==> src/rtl/reset_seq_pkg.sv <==
// Shared types and helpers for the chip-level reset sequencer.
// Holds the FSM encoding, the stage-index width and the packed-delay extractor.
package reset_seq_pkg;

  typedef enum logic [1:0] {
    ST_IDLE  = 2'd0,
    ST_COUNT = 2'd1,
    ST_DONE  = 2'd2
  } seq_state_e;

  localparam int STAGE_W   = 4;
  localparam int MAX_NCH   = 15;
  localparam int MAX_CW    = 32;
  localparam int DLY_VEC_W = MAX_NCH * MAX_CW;

  // Stage k's delay sits at vec[k*cw +: cw]; the caller truncates to its own cw.
  function automatic logic [MAX_CW-1:0] dly_of(input logic [DLY_VEC_W-1:0] vec,
                                                input int unsigned         cw,
                                                input int unsigned         k);
    return MAX_CW'(vec >> (k * cw));
  endfunction

endpackage

==> src/rtl/reset_sequencer_lock_filter.sv <==
// Glitch filter for the clock-good input: lock_ok rises only after
// LOCK_FILT consecutive high samples and drops on the first low sample.
module lock_filter #(
  parameter int LOCK_FILT = 16
) (
  input  logic clk,
  input  logic reset,
  input  logic lock,
  output logic lock_ok
);

  localparam int FW = $clog2(LOCK_FILT + 1);

  logic [FW-1:0] r_fcnt;
  logic          r_lock_ok;

  // NOTE: sequential state uses non-blocking assignments so every register
  // samples the pre-edge values, independent of statement order.
  always_ff @(posedge clk) begin
    if (reset) begin
      r_fcnt    <= '0;
      r_lock_ok <= 1'b0;
    end else if (!lock) begin
      r_fcnt    <= '0;
      r_lock_ok <= 1'b0;
    end else begin
      if (r_fcnt != FW'(LOCK_FILT)) r_fcnt <= r_fcnt + 1'b1;
      r_lock_ok <= (r_fcnt >= FW'(LOCK_FILT - 1));
    end
  end

  assign lock_ok = r_lock_ok;

endmodule

==> src/rtl/reset_sequencer.sv <==
// Ordered multi-stage reset release, gated by a filtered lock and a restart
// request; any abort reasserts every stage together.
module reset_sequencer
  import reset_seq_pkg::*;
#(
  parameter int                NCH       = 3,
  parameter int                CW        = 24,
  parameter logic [NCH*CW-1:0] DLY       = {24'd16, 24'd1000, 24'd16000000},
  parameter int                LOCK_FILT = 16
) (
  input  logic               clk,
  input  logic               reset,
  input  logic               lock,
  input  logic               req,
  output logic [NCH-1:0]     rst_out,
  output logic [STAGE_W-1:0] stage,
  output logic               done
);

  localparam logic [DLY_VEC_W-1:0] DLY_EXT = DLY_VEC_W'(DLY);

  seq_state_e         r_state, w_state_nxt;
  logic [STAGE_W-1:0] r_stage, w_stage_nxt;
  logic [CW-1:0]      r_cnt, w_cnt_nxt;
  logic [NCH-1:0]     r_rst_out, w_rst_nxt;
  logic               r_done, w_done_nxt;
  logic               w_lock_ok;
  logic               w_abort;
  logic [CW-1:0]      w_cur_dly;
  logic [CW-1:0]      w_dly [NCH];

  for (genvar k = 0; k < NCH; k++) begin : g_dly
    assign w_dly[k] = CW'(dly_of(DLY_EXT, CW, k));
  end

  lock_filter #(
    .LOCK_FILT(LOCK_FILT)
  ) u_lock_filter (
    .clk    (clk),
    .reset  (reset),
    .lock   (lock),
    .lock_ok(w_lock_ok)
  );

  assign w_abort = !w_lock_ok || req;

  // NOTE: every always_comb output gets a default first, so no path can
  // leave a signal unassigned and infer a latch.
  always_comb begin
    w_cur_dly   = '0;
    w_state_nxt = r_state;
    w_stage_nxt = r_stage;
    w_cnt_nxt   = r_cnt;
    w_rst_nxt   = r_rst_out;
    w_done_nxt  = r_done;

    for (int k = 0; k < NCH; k++) begin
      if (r_stage == STAGE_W'(k)) w_cur_dly = w_dly[k];
    end

    unique case (r_state)
      ST_IDLE: begin
        w_rst_nxt   = '1;
        w_done_nxt  = 1'b0;
        w_stage_nxt = '0;
        w_cnt_nxt   = '0;
        if (w_lock_ok && !req) w_state_nxt = ST_COUNT;
      end
      ST_COUNT: begin
        if (w_abort) begin
          w_state_nxt = ST_IDLE;
          w_rst_nxt   = '1;
          w_done_nxt  = 1'b0;
          w_stage_nxt = '0;
          w_cnt_nxt   = '0;
        end else if (r_cnt >= w_cur_dly) begin
          // Stages release in order, so clearing the current bit is enough.
          w_rst_nxt = r_rst_out & ~(NCH'(1) << r_stage);
          w_cnt_nxt = '0;
          if (r_stage == STAGE_W'(NCH - 1)) begin
            w_state_nxt = ST_DONE;
            w_done_nxt  = 1'b1;
            w_stage_nxt = STAGE_W'(NCH);
          end else begin
            w_stage_nxt = r_stage + 1'b1;
          end
        end else begin
          w_cnt_nxt = r_cnt + 1'b1;
        end
      end
      ST_DONE: begin
        if (w_abort) begin
          w_state_nxt = ST_IDLE;
          w_rst_nxt   = '1;
          w_done_nxt  = 1'b0;
          w_stage_nxt = '0;
          w_cnt_nxt   = '0;
        end else begin
          w_rst_nxt  = '0;
          w_done_nxt = 1'b1;
        end
      end
      default: w_state_nxt = ST_IDLE;
    endcase
  end

  always_ff @(posedge clk) begin
    if (reset) begin
      r_state   <= ST_IDLE;
      r_stage   <= '0;
      r_cnt     <= '0;
      r_rst_out <= '1;
      r_done    <= 1'b0;
    end else begin
      r_state   <= w_state_nxt;
      r_stage   <= w_stage_nxt;
      r_cnt     <= w_cnt_nxt;
      r_rst_out <= w_rst_nxt;
      r_done    <= w_done_nxt;
    end
  end

  assign rst_out = r_rst_out;
  assign stage   = r_stage;
  assign done    = r_done;

endmodule
==> config.mk <==
export PLATFORM = sky130hd
export DESIGN_NAME = reset_sequencer
export DESIGN_NICKNAME = d
export VERILOG_FILES = /design/src/rtl/reset_seq_pkg.sv /design/src/rtl/reset_sequencer_lock_filter.sv /design/src/rtl/reset_sequencer.sv
export SDC_FILE = /design/constraint.sdc
export NUM_CORES = 1
export LEC_CHECK = 0
export ABC_AREA = 1
export BUFFER_PORTS_ARGS = -buffer_cell sky130_fd_sc_hd__buf_4
export CAP_MARGIN = 15
export CORE_ASPECT_RATIO = 0.6
export CORE_UTILIZATION = 36
export CTS_BUF_LIST = sky130_fd_sc_hd__clkbuf_2
export CTS_CLUSTER_DIAMETER = 100
export DETAILED_ROUTE_END_ITERATION = 6
export PLACE_DENSITY_LB_ADDON = 0.3
export SKIP_LAST_GASP = 1
export SLEW_MARGIN = 20
export SYNTH_ARGS = -nofsm -noshare
export SYNTH_HDL_FRONTEND = slang
export SYNTH_HIERARCHICAL = 1
export SYNTH_SLANG_ARGS = --single-unit
==> constraint.sdc <==
create_clock -name clk -period 3.3 [get_ports clk]
set_input_delay 0.33 -clock clk [delete_from_list [all_inputs] [get_ports clk]]
set_output_delay 0.33 -clock clk [all_outputs]
set_load 0.01 [all_outputs]
==> results.py <==
metrics = {
    "outcome": {
        "status": "completed",
    },
    "logic_synthesis": {
        "synth_enable_flop_cells": 0,
        "yosys-top-cells-count": "nand2_1, inv_1, nor2_1",
        "avgSynthCellArea_um2": 6.88,
        "synthTopCellsByArea": "dfxtp_1, ha_1, nand2_1",
        "yosysSeqAreaShare": 0.295,
        "synthArstFlopShare": 0,
        "yosysMostFrequentCell": "nand2_1",
        "synthCells": 394,
        "syn_nets": 425,
        "yosys_warnings": 6,
        "ys_types": 31,
        "netlist_area_um2": 2710,
        "yosysTopAreaCell": "dfxtp_1",
        "synth_flop_cell": "dfxtp_1",
        "ys_ff_latch": 40,
        "synth_top_area_frac": 0.295,
    },
    "floorplan": {
        "coreArea_um2": 7270,
        "start_util": 0.373,
        "die-area_um2": 7890,
        "rows": 24,
        "num_io_pins": 12,
        "die_h_um": 69.2,
        "dieWidth_um": 114,
    },
    "min_path": {
        "min_path_type": "in -> reg",
        "min_to": "r_state[1]",
        "holdPathStages": 2,
        "hold_start": "reset",
    },
    "sta": {
        "hold_slack_ps": 91.2,
        "rsz0062_at_grt": "false",
        "max_freq_mhz": 363,
        "tns_ps": 0,
        "worstMarginPinSlew_ps": 491,
        "fin_skew_ps": 11.0,
        "maxSlewViolCount": 0,
        "period_needed_ps": 2750,
        "slew_headroom": 0.670,
        "setup-violations-final": 0,
        "timing.final.crit_share": 0.834,
        "hold_viol": 0,
    },
    "critical_path": {
        "reg2reg_depth": 15,
        "critPathTopFamily": "simple AND/OR/NAND/NOR gates",
        "cp.required_ps": 3640,
        "critical_path.max_stage_delay_ps": 480,
        "worstPathArrival_ps": 3090,
        "path_cells": "inv_1 > ha_1 > inv_1 > nand4_1 > buf_4 > ha_1 > nand2_1 > nor2_1 > inv_1 > a21oi_1 > nor2_4 > nand3_4 > nand2_4 > nand2_4 > o21ai_0",
        "regToRegSetupSlack_ps": 550,
        "end_kind": "flip-flop",
        "r2r_start": "stage[1]",
        "crit_top_cell": "inv_1",
        "crit_slowest_cell": "dfxtp_1",
        "cp.buffers_inverters": 4,
        "r2r_end": "stage[1]",
        "cp-start-kind": "flip-flop",
        "crit_path_max_fanout": 22,
        "criticalPathCategory": "reg -> reg",
    },
    "clock_tree": {
        "htreeDepth": 2,
        "cts_setup_buffers": 0,
        "cts_tree": "done",
        "holdBufCountCts": 0,
        "root_buffer": "clkbuf_2",
        "cts_resized": 0,
        "clock_latency_ps": 430,
        "cts.sinks": 40,
        "clk_pin_slew_ps": 210,
        "cts_max_path_buffers": 2,
        "cts_buffers": 5,
    },
    "drt": {
        "firstDrtPassIters": 5,
        "routed_via_density": 4.77,
        "ant_nets": 0,
        "wirelength_um": 6380,
        "drc": 0,
        "drt_iter0_markers": 252,
        "wire_per_inst_um": 12.3,
        "num_vias": 2472,
    },
    "grt": {
        "grt_pass1_vias": 2199,
        "grt_max_degree": 23,
        "overflow": 0,
        "track_usage": 0.177,
        "grt_pass1_wl_um": 10900,
        "antenna_found_initial": 1,
    },
    "job": {
        "max-cap-violations": 0,
    },
    "layout": {
        "drive_gt1_frac": 0.119,
        "area_delta_synth_final_pct": 10.2,
        "fillCellCount": 773,
        "fin_nets": 443,
    },
    "power_and_ir_drop": {
        "p_leak_nw": 1.28,
        "irDropWorstVdd_mv": 0.131,
        "power_density_nw_per_um2": 278,
    },
    "place": {
        "gp_congestion": 0.880,
        "portBuffers": 11,
        "hpwl_um": 5100,
    },
}
-- through the flow --
stage / cell area (µm²) / power (mW) / setup WS, ps / util / instances
global route: 2990 / 0.870 / 226 / 0.411 / 518
CTS: 2980 / 0.844 / 315 / 0.410 / 516
finish: 2990 / 0.831 / 547 / 0.411 / 518
floorplan: 2710 / 0.521 / 752 / - / 394
detailed placement: 2910 / 0.533 / 342 / 0.401 / 508
global placement: 2910 / 0.532 / 520 / 0.401 / 508
-- cells in the final DEF (no fill, tap or decap) --
master,instances
clkinv_1,1
a22o_1,1
a21oi_1,18
bufinv_16,1
ha_1,27
a21oi_2,3
a21boi_0,1
clkbuf_2,6
nand4_1,6
nor2_1,54
buf_4,14
dfxtp_1,40
nand2_4,3
nand2_2,3
nand2_1,86
inv_2,1
o21bai_1,1
nor2_2,6
nand3_4,1
nor4_1,3
nand4_4,1
o21ai_0,7
a31oi_1,1
clkinv_2,1
o211ai_1,3
xnor2_1,3
nand3_1,38
xor2_1,4
nor3_2,5
inv_1,60
o22ai_1,1
diode_2,1
nor2_4,4
nor3_1,9
-- flip-flops by register name (all words and copies together) (netlist names) --
name,flops
done,1
r_cnt,24
r_state,2
rst_out,3
stage,4
u_lock_filter/lock_ok,1
u_lock_filter/r_fcnt,5
-- metal layers --
layer | part of all wire | vias up | track usage
met5 | 0 | - | 0
met3 | 0.077 | 10 | 0.0463
li1 | - | 1306 | -
met4 | 0.013 | 0 | 0.0491
met2 | 0.34 | 73 | 0.211
met1 | 0.57 | 1083 | 0.292
-- worst max-delay path by stage --
stage | from | endpoint | depth (start not counted)
5_1_grt | stage[1] | stage[1] | 15
3_3_place_gp | stage[1] | stage[1] | 14
6_report | stage[1] | stage[1] | 15
3_5_place_dp | stage[1] | stage[1] | 14
2_1_floorplan | stage[0] | stage[0] | 15
4_1_cts | stage[1] | stage[1] | 14
-- power breakdown --
group / total (mW) / switching (mW) / leakage (nW) / internal (mW)
clock network: 0.307 / 0.177 / 0.0430 / 0.130
registers: 0.492 / 0.00379 / 0.323 / 0.488
logic: 0.0322 / 0.0193 / 0.910 / 0.0129
total: 0.831 / 0.200 / 1.28 / 0.631
-- layout make-up --
cell class,count,area (µm²),area share
Tap cell,104,130,0.0436
Clock inverter,2,35.0,0.0117
Inverter,62,233,0.0779
Timing Repair Buffer,14,105,0.0352
Sequential cell,40,801,0.268
Multi-Input combinational cell,289,1650,0.553
Antenna cell,1,2.50,0.000838
Clock buffer,6,30.0,0.0101
-- kinds of logic after synthesis --
| kind of cell | after synthesis | share of synthesized area |
|---|---|---|
| AND/OR/NAND/NOR | 219 | 0.384 |
| XOR/XNOR | 7 | 0.0226 |
| adder cells (fa/ha/maj) | 27 | 0.125 |
| AO/OA/AOI/OAI | 36 | 0.0775 |
| buffers and inverters | 65 | 0.0960 |
| flip-flops | 40 | 0.295 |
(Power assumes the default switching activity.)
